`config.mk`:
```
export PLATFORM = sky130hd
export DESIGN_NAME = shift_pipe
export DESIGN_NICKNAME = d
export VERILOG_FILES = /design/src/rtl/shift_pkg.sv /design/src/rtl/shift_stage.sv /design/src/rtl/shift_pipe.sv
export SDC_FILE = /design/constraint.sdc
export NUM_CORES = 1
export LEC_CHECK = 0
export BUFFER_PORTS_ARGS = -buffer_cell sky130_fd_sc_hd__buf_2
export CAP_MARGIN = 30
export CORE_UTILIZATION = 50
export CTS_CLUSTER_SIZE = 16
export DETAILED_ROUTE_END_ITERATION = 10
export PLACE_DENSITY = 0.72
export SLEW_MARGIN = 20
export SYNTH_ARGS = -nofsm -noshare
export SYNTH_HDL_FRONTEND = slang
export SYNTH_SLANG_ARGS = --single-unit
```
`constraint.sdc`:
```
create_clock -name clk -period 3.5 [get_ports clk]
set_input_delay 0.35 -clock clk [delete_from_list [all_inputs] [get_ports clk]]
set_output_delay 0.35 -clock clk [all_outputs]
set_load 0.02 [all_outputs]
```
`src/rtl/shift_pkg.sv`:
```
// Shared encodings and control payload for the pipelined barrel shifter.
// Data, shift and tag widths are per-instance, so the top folds this control struct into its own payload.
package shift_pkg;

    localparam logic [1:0] OP_LOGIC = 2'b00;
    localparam logic [1:0] OP_ARITH = 2'b01;
    localparam logic [1:0] OP_ROT   = 2'b10;
    localparam logic [1:0] OP_RSVD  = 2'b11;

    localparam logic DIR_LEFT  = 1'b1;
    localparam logic DIR_RIGHT = 1'b0;

    typedef struct packed {
        logic       dir;
        logic [1:0] op;
    } shift_ctrl_t;

endpackage

```
`src/rtl/shift_stage.sv`:
```
// One barrel-shifter stage: conditionally shifts by 2**STAGE under the selected mode and direction.
// Purely combinational; the top registers its result.
module shift_stage
    import shift_pkg::*;
#(
    parameter int unsigned WIDTH = 16,
    parameter int unsigned STAGE = 0
) (
    input  logic [WIDTH-1:0] i_data,
    input  logic             i_en,
    input  logic             i_dir,
    input  logic [1:0]       i_op,
    output logic [WIDTH-1:0] o_data
);

    localparam int unsigned AMT = 1 << STAGE;

    logic [WIDTH-1:0] w_shl;
    logic [WIDTH-1:0] w_shr;
    logic [WIDTH-1:0] w_rol;
    logic [WIDTH-1:0] w_ror;
    logic [WIDTH-1:0] w_fill;

    assign w_shl  = i_data << AMT;
    assign w_shr  = i_data >> AMT;
    assign w_rol  = w_shl | (i_data >> (WIDTH - AMT));
    assign w_ror  = w_shr | (i_data << (WIDTH - AMT));
    // Sign fill for arithmetic right: ones in the vacated top AMT bits.
    assign w_fill = i_data[WIDTH-1] ? ~({WIDTH{1'b1}} >> AMT) : '0;

    always_comb begin
        o_data = i_data;
        if (i_en) begin
            case (i_op)
                OP_ROT:   o_data = (i_dir == DIR_LEFT) ? w_rol : w_ror;
                OP_ARITH: o_data = (i_dir == DIR_RIGHT) ? (w_shr | w_fill) : w_shl;
                OP_LOGIC,
                OP_RSVD:  o_data = (i_dir == DIR_LEFT) ? w_shl : w_shr;
            endcase
        end
    end

endmodule

```
`src/rtl/shift_pipe.sv`:
```
// Pipelined barrel shifter: one register per shift stage, global stall, tag carried in order.
module shift_pipe
    import shift_pkg::*;
#(
    parameter int unsigned WIDTH = 16,
    parameter int unsigned TAG_W = 4
) (
    input  logic                     clk,
    input  logic                     rst,
    input  logic                     in_valid,
    output logic                     in_ready,
    input  logic [WIDTH-1:0]         in_data,
    input  logic [$clog2(WIDTH)-1:0] in_shift,
    input  logic                     in_dir,
    input  logic [1:0]               in_op,
    input  logic [TAG_W-1:0]         in_tag,
    output logic                     out_valid,
    input  logic                     out_ready,
    output logic [WIDTH-1:0]         out_data,
    output logic [TAG_W-1:0]         out_tag,
    output logic                     out_zero
);

    localparam int unsigned SHW = $clog2(WIDTH);

    typedef struct packed {
        logic [WIDTH-1:0] data;
        logic [SHW-1:0]   shift;
        shift_ctrl_t      ctrl;
        logic [TAG_W-1:0] tag;
    } payload_t;

    payload_t         r_pay [SHW];
    logic [SHW-1:0]   r_valid;

    payload_t         w_src [SHW];
    payload_t         w_nxt [SHW];
    logic [WIDTH-1:0] w_stage_data [SHW];
    logic [SHW-1:0]   w_vsrc;
    logic             w_advance;

    // Whole pipe moves or holds together; bubbles are carried, never squeezed out.
    assign w_advance = !r_valid[SHW-1] || out_ready;
    assign in_ready  = w_advance;

    for (genvar k = 0; k < SHW; k++) begin : g_stage
        if (k == 0) begin : g_head
            assign w_src[k] = '{data: in_data, shift: in_shift,
                                ctrl: '{dir: in_dir, op: in_op}, tag: in_tag};
            assign w_vsrc[k] = in_valid;
        end else begin : g_body
            assign w_src[k]  = r_pay[k-1];
            assign w_vsrc[k] = r_valid[k-1];
        end

        shift_stage #(
            .WIDTH (WIDTH),
            .STAGE (k)
        ) u_stage (
            .i_data (w_src[k].data),
            .i_en   (w_src[k].shift[k]),
            .i_dir  (w_src[k].ctrl.dir),
            .i_op   (w_src[k].ctrl.op),
            .o_data (w_stage_data[k])
        );

        assign w_nxt[k] = '{data: w_stage_data[k], shift: w_src[k].shift,
                            ctrl: w_src[k].ctrl, tag: w_src[k].tag};
    end

    always_ff @(posedge clk) begin
        if (rst) begin
            r_valid <= '0;
            for (int i = 0; i < SHW; i++) begin
                r_pay[i] <= '0;
            end
        end else if (w_advance) begin
            r_valid <= w_vsrc;
            for (int i = 0; i < SHW; i++) begin
                r_pay[i] <= w_nxt[i];
            end
        end
    end

    assign out_valid = r_valid[SHW-1];
    assign out_data  = r_pay[SHW-1].data;
    assign out_tag   = r_pay[SHW-1].tag;
    assign out_zero  = (r_pay[SHW-1].data == '0);

endmodule

```
Word-level counts from Yosys, hierarchy flattened. Memory sizes are Yosys's and may differ from the RTL's. Index checks and enable logic that the tools add are counted.

Equality and inequality tests: 12. Muxes and demuxes: 32. Bitwise gates (word level): 15. Reduce and logical (&&, ||, !) cells: 11.

Operators by type and width (count): $mux W16 (19); $pmux W16 S3 (4); $mux W27 (4); $or A12 B16 Y16 (2); $or A14 B16 Y16 (2); $or A15 B16 Y16 (2); $eq A2 B2 Y1 const B (8); $logic_not A16 Y1 (1); $or A16 B1 Y16 (1); $or A16 B2 Y16 (1); $or A16 B4 Y16 (1); $or A16 B8 Y16 (1); $or A8 B16 Y16 (1); $eq A2 B1 Y1 const B (4); $logic_not A2 Y1 (4); $reduce_or A2 Y1 (4); $mux W1 (5); $or A1 B1 Y1 (4); $logic_not A1 Y1 (1); $logic_or A1 B1 Y1 (1).

Register bits after elaboration: 4. Bits in writable memories: 108. Input bits: 31. Output and inout bits: 23. Logic and storage cells: 72. Memories: 1.

Memories: r_pay (depth 4, bits a word 27, rd ports 4, clocked after Yosys merged registers in 0, write ports 4, RTL line shift_pipe.sv:33) `payload_t r_pay [SHW];`.

Longest topological paths before layout. Gate-level depths: netlist of the first run. An unclocked memory read counts as a cell.

Word-level depth: 7. Gate-level depth with buffers: 7.

Cells and area by module. From an unflattened synthesis of the first run, not the netlist that was laid out.

Cell total of the unflattened synthesis: 460. Area, all modules: 5506.5 sq um.

Modules (own cells, without submodules): shift_pipe (times used 1, cells each 224, area each 3798.6 sq um); shift_stage (g_stage[2].u_stage) (times used 1, cells each 69, area each 520.5 sq um); shift_stage (g_stage[1].u_stage) (times used 1, cells each 67, area each 459.2 sq um); shift_stage (g_stage[0].u_stage) (times used 1, cells each 62, area each 406.6 sq um); shift_stage (g_stage[3].u_stage) (times used 1, cells each 38, area each 321.6 sq um).

Worst setup path before layout of the first run. OpenSTA, ideal clock, no wires.

Kind: register -> register. From: reg r_valid[3]. To: mem r_pay[0][0] (netlist name) (enable). Library setup time: 0.470 ns. Data arrival time: 2.987 ns. Data required time: 3.030 ns. Slack: 0.043 ns. Cell stages (with the launch flop): 5. Buffers on the path: 2. Cells stage by stage: dfxtp_1 > nor2b_1 > buf_6 > buf_2 > nand2b_1.

RTL lines: start, declared (RTL line shift_pipe.sv:34) `logic [SHW-1:0] r_valid;`; start signal, assigned (RTL line shift_pipe.sv:78) `r_valid <= w_vsrc;`; end, declared (RTL line shift_pipe.sv:33).

==> reports/qor.txt, run 1 <==
Die Y - 104 um
Filler-free cell count of the finished design - 610
Net Sw Power - 0.599 mW
Max_cap viols - 0
Slew @ Worst Pin - 939 ps
R2R cell count - 4
Fmax - 486 MHz
IO Pins - 54
Fraction of final layout cells sized beyond drive strength 1 - 20.1%
Synth cell types - 40
Synth top area cells - edfxtp_1 (55%), mux2i_1 (6.9%), a211oi_1 (6.0%)
Resize count post-CTS - 0
Leak - 2.21 nW
Met3 Wirelength - 332 um
Setup Crit Path Kind - register to register
Die area - 0.0108 sq mm
Sequential area share after synthesis - 56.2%
Max-slew violation count - 0
Row cnt - 36
Post-synthesis area per instance - 12.0 sq um
Tot GR Track Use - 17.5%
Internal - 1.84 mW
Reg clk slew, reported paths - 90 ps
Layout Area Growth over Synthesis - 9.19%
TritonRoute pass-1 iters - 4
Clock power share - 29.2%
First-pass GRT wire length - 15000 um
Initial Util - 52.4%
Core Area - 0.00995 sq mm
Critical Path Source Type - register
Comb pwr share - 11.5%
DRT iter0 DRCs - 179
Cell taking the most area after synthesis - edfxtp_1
WL final - 8960 um
Clock buffer depth - 2
CTS tree - yes
Switching share of total power - 24.6%
Fin crit period - 2060 ps
Setup bufs post-CTS - 0
Largest net degree at the start of global routing - 79
Initial antenna violation count - 0
Max layer used - met4
Ys async rst share - 0%
N_diodes - 0
Critical path fanouts, max - 78
Wire per inst - 14.7 um
Placed cells - 594
HPWL after DPL - 6340 um
Worst VDD drop - 0.189 mV
Synthesis warning total - 0
Antenna-violating nets left - 0
Fin Setup TNS - 0 ps
Yosys reg bits - 99
Outcome - finished, final reports clean
# DRC - 0
GP Congestion - 0.915
Hold path cells - 3
Worst Path Required - 3500 ps
Count leader, synth - edfxtp_1
Die width - 104 um
Unrepaired setup endpoints after global routing - no
H-tree depth - 3
Worst clock skew - 11.0 ps
Cell area after synthesis - 0.00522 sq mm
GR Overflow Total - 0
Nets@finish - 514
CP endpoint kind - register
Total power per unit cell area - 428 mW/mm^2
Final Setup Violations - 0
Port buffer count - 53
Commonest cells post-synth - edfxtp_1 (95), nor2_1 (63), a211oi_1 (42)
CP Data Arrival Time - 2050 ps
Number of synthesized flops with an enable pin - 95
Synth Instances - 435
Net Count, Synth - 477
Tcrit/Tclk final - 58.7%
CTS Root Cell - clkbuf_8
Metal2 WL - 4590 um
Total CTS buffers - 9
Hold WC Path Type - input pin to register
Final hold violations - 0
Main synth FF type - edfxtp_1
Filler cells - 841
Share of power burned in registers - 59.3%
Worst skew pair latency - 370 ps
Routed vias/inst - 5.60
Top cell type's share of synthesized area - 54.7%
CTS sink cnt - 99
Hold_buf cts - 0
Metal-1 WL - 3710 um
Vias in the first global route - 3254
Vias - 3413
Max-slew headroom - 37.4%
sequential cells by signal, summed over array words and instances, names as in the netlist:
| signal | flops |
|---|---|
| r_pay | 95 |
| r_valid | 4 |
metrics by stage:
stage	hold WS, ps	util, %	setup slack (ps)	instance area [sq um]	total power, mW
floorplan	440	-	43.3	5220	1.67
global placement	467	55.3	1410	5500	1.74
detailed placement	490	55.3	1360	5500	1.75
CTS	219	57.2	1430	5700	2.45
global route	230	57.2	1300	5700	2.54
finish	229	57.2	1440	5700	2.44
layer usage:
metal  GRT usage (%)  vias up
met5               0        -
met4            11.6        0
met3            3.13       20
met2            30.7      101
met1            19.6     1585
li1                -     1707
worst max-delay path, stage by stage (launching register included):
cell and delay [ps]:
dfxtp_1 320, nor2b_1 140, buf_4 200, nand2b_4 220
buf_4 760
placed cells by master (no fill, tap or decap), types with 2 or more instances in the layout:
cell       netlist  final
and2_1          31     31
clkbuf_8         0      9
inv_1           13     13
clkinv_2         0      2
nor2_1          63     63
mux2_2           4      4
a31o_2           8      8
o311a_1          2      2
nand2_1          3      3
nor3_1           9      9
a21oi_1          7      7
nand3_1          3      3
buf_4            1      4
a31oi_1          6      6
mux2i_1         36     36
nor2b_1          9      9
a211oi_1        42     42
o21ai_0         14     14
o21a_1           2      2
a2111oi_2        6      6
buf_2            6     53
o21ba_2          2      2
edfxtp_1        95     95
nand2b_1         7      6
dfxtp_1          4      4
nor4_1           4      4
nor4b_1          8      8
ha_1            11     11
o211ai_1         5      5
power by group through the flow:
stage | clock network (mW) | logic [mW] | registers (mW)
floorplan | 0 | 0.213 | 1.46
global route | 0.774 | 0.312 | 1.46
CTS | 0.726 | 0.283 | 1.44
global placement | 0 | 0.275 | 1.47
finish | 0.710 | 0.281 | 1.44
detailed placement | 0 | 0.282 | 1.47
worst paths after layout:
kind / start / endpoint / slack (ps)
setup / recovery: r_valid[3] / r_pay[0][4] / 1440
hold / removal: in_valid / r_valid[0] / 230
setup reg to reg: r_valid[3] / r_pay[0][4] / 1440
hold reg to reg: r_valid[0] / r_valid[0] / 500
final cells by class:
type                       count  area [sq um]  share of cell area [%]
multi-input combinational    291          2040                    35.8
sequential                    99          2930                    51.5
inverter                      13          48.8                   0.857
tap                          133           166                    2.92
clock buffer                  10           128                    2.24
clock inverter                 6          65.1                    1.14
timing repair buffer          58           315                    5.54
cell families after synthesis:
| kind of cell | Yosys count | share of synthesized area [%] |
|---|---|---|
| mux | 40 | 7.77 |
| fa+ha+maj | 11 | 2.64 |
| simple gates | 142 | 14.1 |
| flops | 99 | 56.2 |
| buf+inv | 45 | 4.82 |
| compound gates | 98 | 14.4 |
Power figures use the tool's default switching activity.
==> run 2, diff against run 1 <==
==> constraint.sdc (replaced) <==
create_clock -name clk -period 1.7 [get_ports clk]
set_input_delay 0.17 -clock clk [delete_from_list [all_inputs] [get_ports clk]]
set_output_delay 0.17 -clock clk [all_outputs]
set_load 0.02 [all_outputs]
==> reports/qor.txt, run 2 (synthesis gave the netlist of run 1 again) <==
GP Congestion - 0.902 (-1.4%)
Max-slew headroom - 66.9% (+30 points)
Worst Path Required - 1810 ps (-1690 ps)
Total power per unit cell area - 862 mW/mm^2 (+100%)
GR Overflow Total - 0 (unchanged)
Core Area - 0.00995 sq mm (unchanged)
Worst R2R Setup Slack - 30 ps (-1410 ps)
Layout Area Growth over Synthesis - 12.6%
Multi-input gate area - 0.00211 sq mm (+3.4%)
Max_cap viols - 0 (unchanged)
Share of power burned in registers - 58.4% (-0.9 points)
Final hold violations - 0 (unchanged)
Largest net degree at the start of global routing - 96 (+22%)
Commonest non-fill, non-tap cell in the layout - edfxtp_1
CP Data Arrival Time - 1780 ps (-270 ps)
Worst setup path startpoint - r_pay[2][4]
# DRC - 0 (unchanged)
H-tree depth - 3 (unchanged)
Die Y - 104 um (unchanged)
Sequential cell area - 0.00294 sq mm (+0.13%)
Final Power - 5.06 mW (+110%)
Largest regs - r_pay: 95 flops, r_valid: 4 flops
Slew @ Worst Pin - 497 ps (-443 ps)
Worst skew pair latency - 350 ps (-20 ps)
Clock buffer depth - 2 (unchanged)
CP endpoint kind - register
Comb pwr share - 12.7% (+1.2 points)
FF-to-FF End - r_pay[3][13]
Top reg by flops - r_pay
Internal - 3.81 mW (+110%)
Vias in the first global route - 3379 (+3.8%)
Initial Util - 52.4% (unchanged)
Final Setup Violations - 0 (unchanged)
Clock power share - 28.9% (-0.3 points)
DRT iter0 DRCs - 166 (-7.3%)
TritonRoute pass-1 iters - 5 (+1)
Fmax - 600 MHz (+23%)
IO Pins - 54 (unchanged)
Hold_buf cts - 0 (unchanged)
Filler cells - 820 (-2.5%)
Critical Path Source Type - register
Routed vias/inst - 5.61 (+0.19%)
Worst R2R Start - r_pay[2][4]
Die width - 104 um (unchanged)
Metal-1 WL - 3730 um (+0.57%)
Met3 Wirelength - 346 um (+4.2%)
Most frequent cells in the layout - edfxtp_1 (95), nor2_1 (63), buf_2 (53)
Fraction of final layout cells sized beyond drive strength 1 - 23.9% (+3.7 points)
Largest register FFs - 95 (unchanged)
Setup Crit Path Kind - register to register
Port buffer count - 53 (unchanged)
CTS Root Cell - clkbuf_8
Tot GR Track Use - 17.7% (+0.13 points)
N_diodes - 0 (unchanged)
Antenna-violating nets left - 0 (unchanged)
Critical path destination - r_pay[3][13]
CTS tree - yes
Max layer used - met4
Max-slew violation count - 0 (unchanged)
Die area - 0.0108 sq mm (unchanged)
Wire per inst - 15.0 um (+2.0%)
R2R cell count - 5 (+1)
Utilization after layout - 59.0% (+1.8 points)
HPWL after DPL - 6410 um (+1.1%)
CTS sink cnt - 99 (unchanged)
Vias - 3470 (+1.7%)
Hold WC Path Type - input pin to register
Switching share of total power - 24.7% (+0.13 points)
Outcome - finished, final reports clean
Nets@finish - 523 (+1.8%)
Total CTS buffers - 9 (unchanged)
Initial antenna violation count - 0 (unchanged)
Metal2 WL - 4890 um (+6.5%)
Reg clk slew, reported paths - 90 ps (about the same)
Worst clock skew - 6.90 ps (-4.07 ps)
Critical path fanouts, max - 8 (-90%)
Row cnt - 36 (unchanged)
Fin crit period - 1670 ps (-390 ps)
Worst VDD drop - 0.385 mV (+100%)
First-pass GRT wire length - 15200 um (+1.7%)
Leak - 2.28 nW (+3.0%)
Tcrit/Tclk final - 98.0% (+39 points)
Net Sw Power - 1.25 mW (+110%)
WL final - 9270 um (+3.5%)
## run 2: metal layers
| metal | track usage, % | vias to the layer above |
|---|---|---|
| met2 | 33.0 | 103 |
| li1 | - | 1728 |
| met1 | 18.3 | 1615 |
| met5 | 0 | - |
| met3 | 2.44 | 24 |
| met4 | 11.7 | 0 |
## run 2: cell type report
type                            instances  area share (%)
Clock buffer                           10            2.17
Clock inverter                          6            1.13
Inverter                               13           0.830
Multi-Input combinational cell        291            35.9
Sequential cell                        99            50.0
Tap cell                              133            2.83
Timing Repair Buffer                   67            7.16
## run 2: worst min-delay path by stage
stage / startpoint / to / slack [ps] / cells past startpoint
2_1_floorplan: in_valid / r_valid[0] / 310 / 2
3_3_place_gp: in_valid / r_valid[0] / 410 / 3
3_5_place_dp: in_valid / r_valid[0] / 420 / 3
4_1_cts: in_valid / r_valid[0] / 40 / 3
5_1_grt: in_valid / r_valid[0] / 60 / 3
6_report: in_valid / r_valid[0] / 50 / 3
## run 2: worst max-delay path, stage by stage (launching register included)
cell      delay, ps
edfxtp_1        440
inv_2            90
ha_4            200
o21ba_4         210
o21a_4          230
a31o_2          250
## run 2: metrics by stage
step                cells  setup TNS [ps]  hold slack [ps]  instance area, sq um  setup slack [ps]
floorplan             435           -8370              314                  5250             -88.2
global placement      602           -45.4              408                  5610             -6.58
detailed placement    602            -417              422                  5610             -61.2
CTS                   618               0             35.3                  5830              11.3
global route          619           -4.93             58.3                  5880             -4.93
finish                619               0             52.1                  5880              34.3
## run 2: repair_timing
item                                    CTS  global route
endpoints found under the setup margin    8            19
pin swaps                                 2             3
buffers inserted                          0             1
gates resized for setup                   5             8
## run 2: power by group through the flow
stage | sequential (mW) | combinational [mW] | clock (mW)
after CTS | 2.95 | 0.634 | 1.49
after global routing | 2.98 | 0.711 | 1.58
after global placement | 3.00 | 0.606 | 0
after detailed placement | 3.01 | 0.623 | 0
final | 2.96 | 0.645 | 1.46
after floorplan | 2.99 | 0.442 | 0
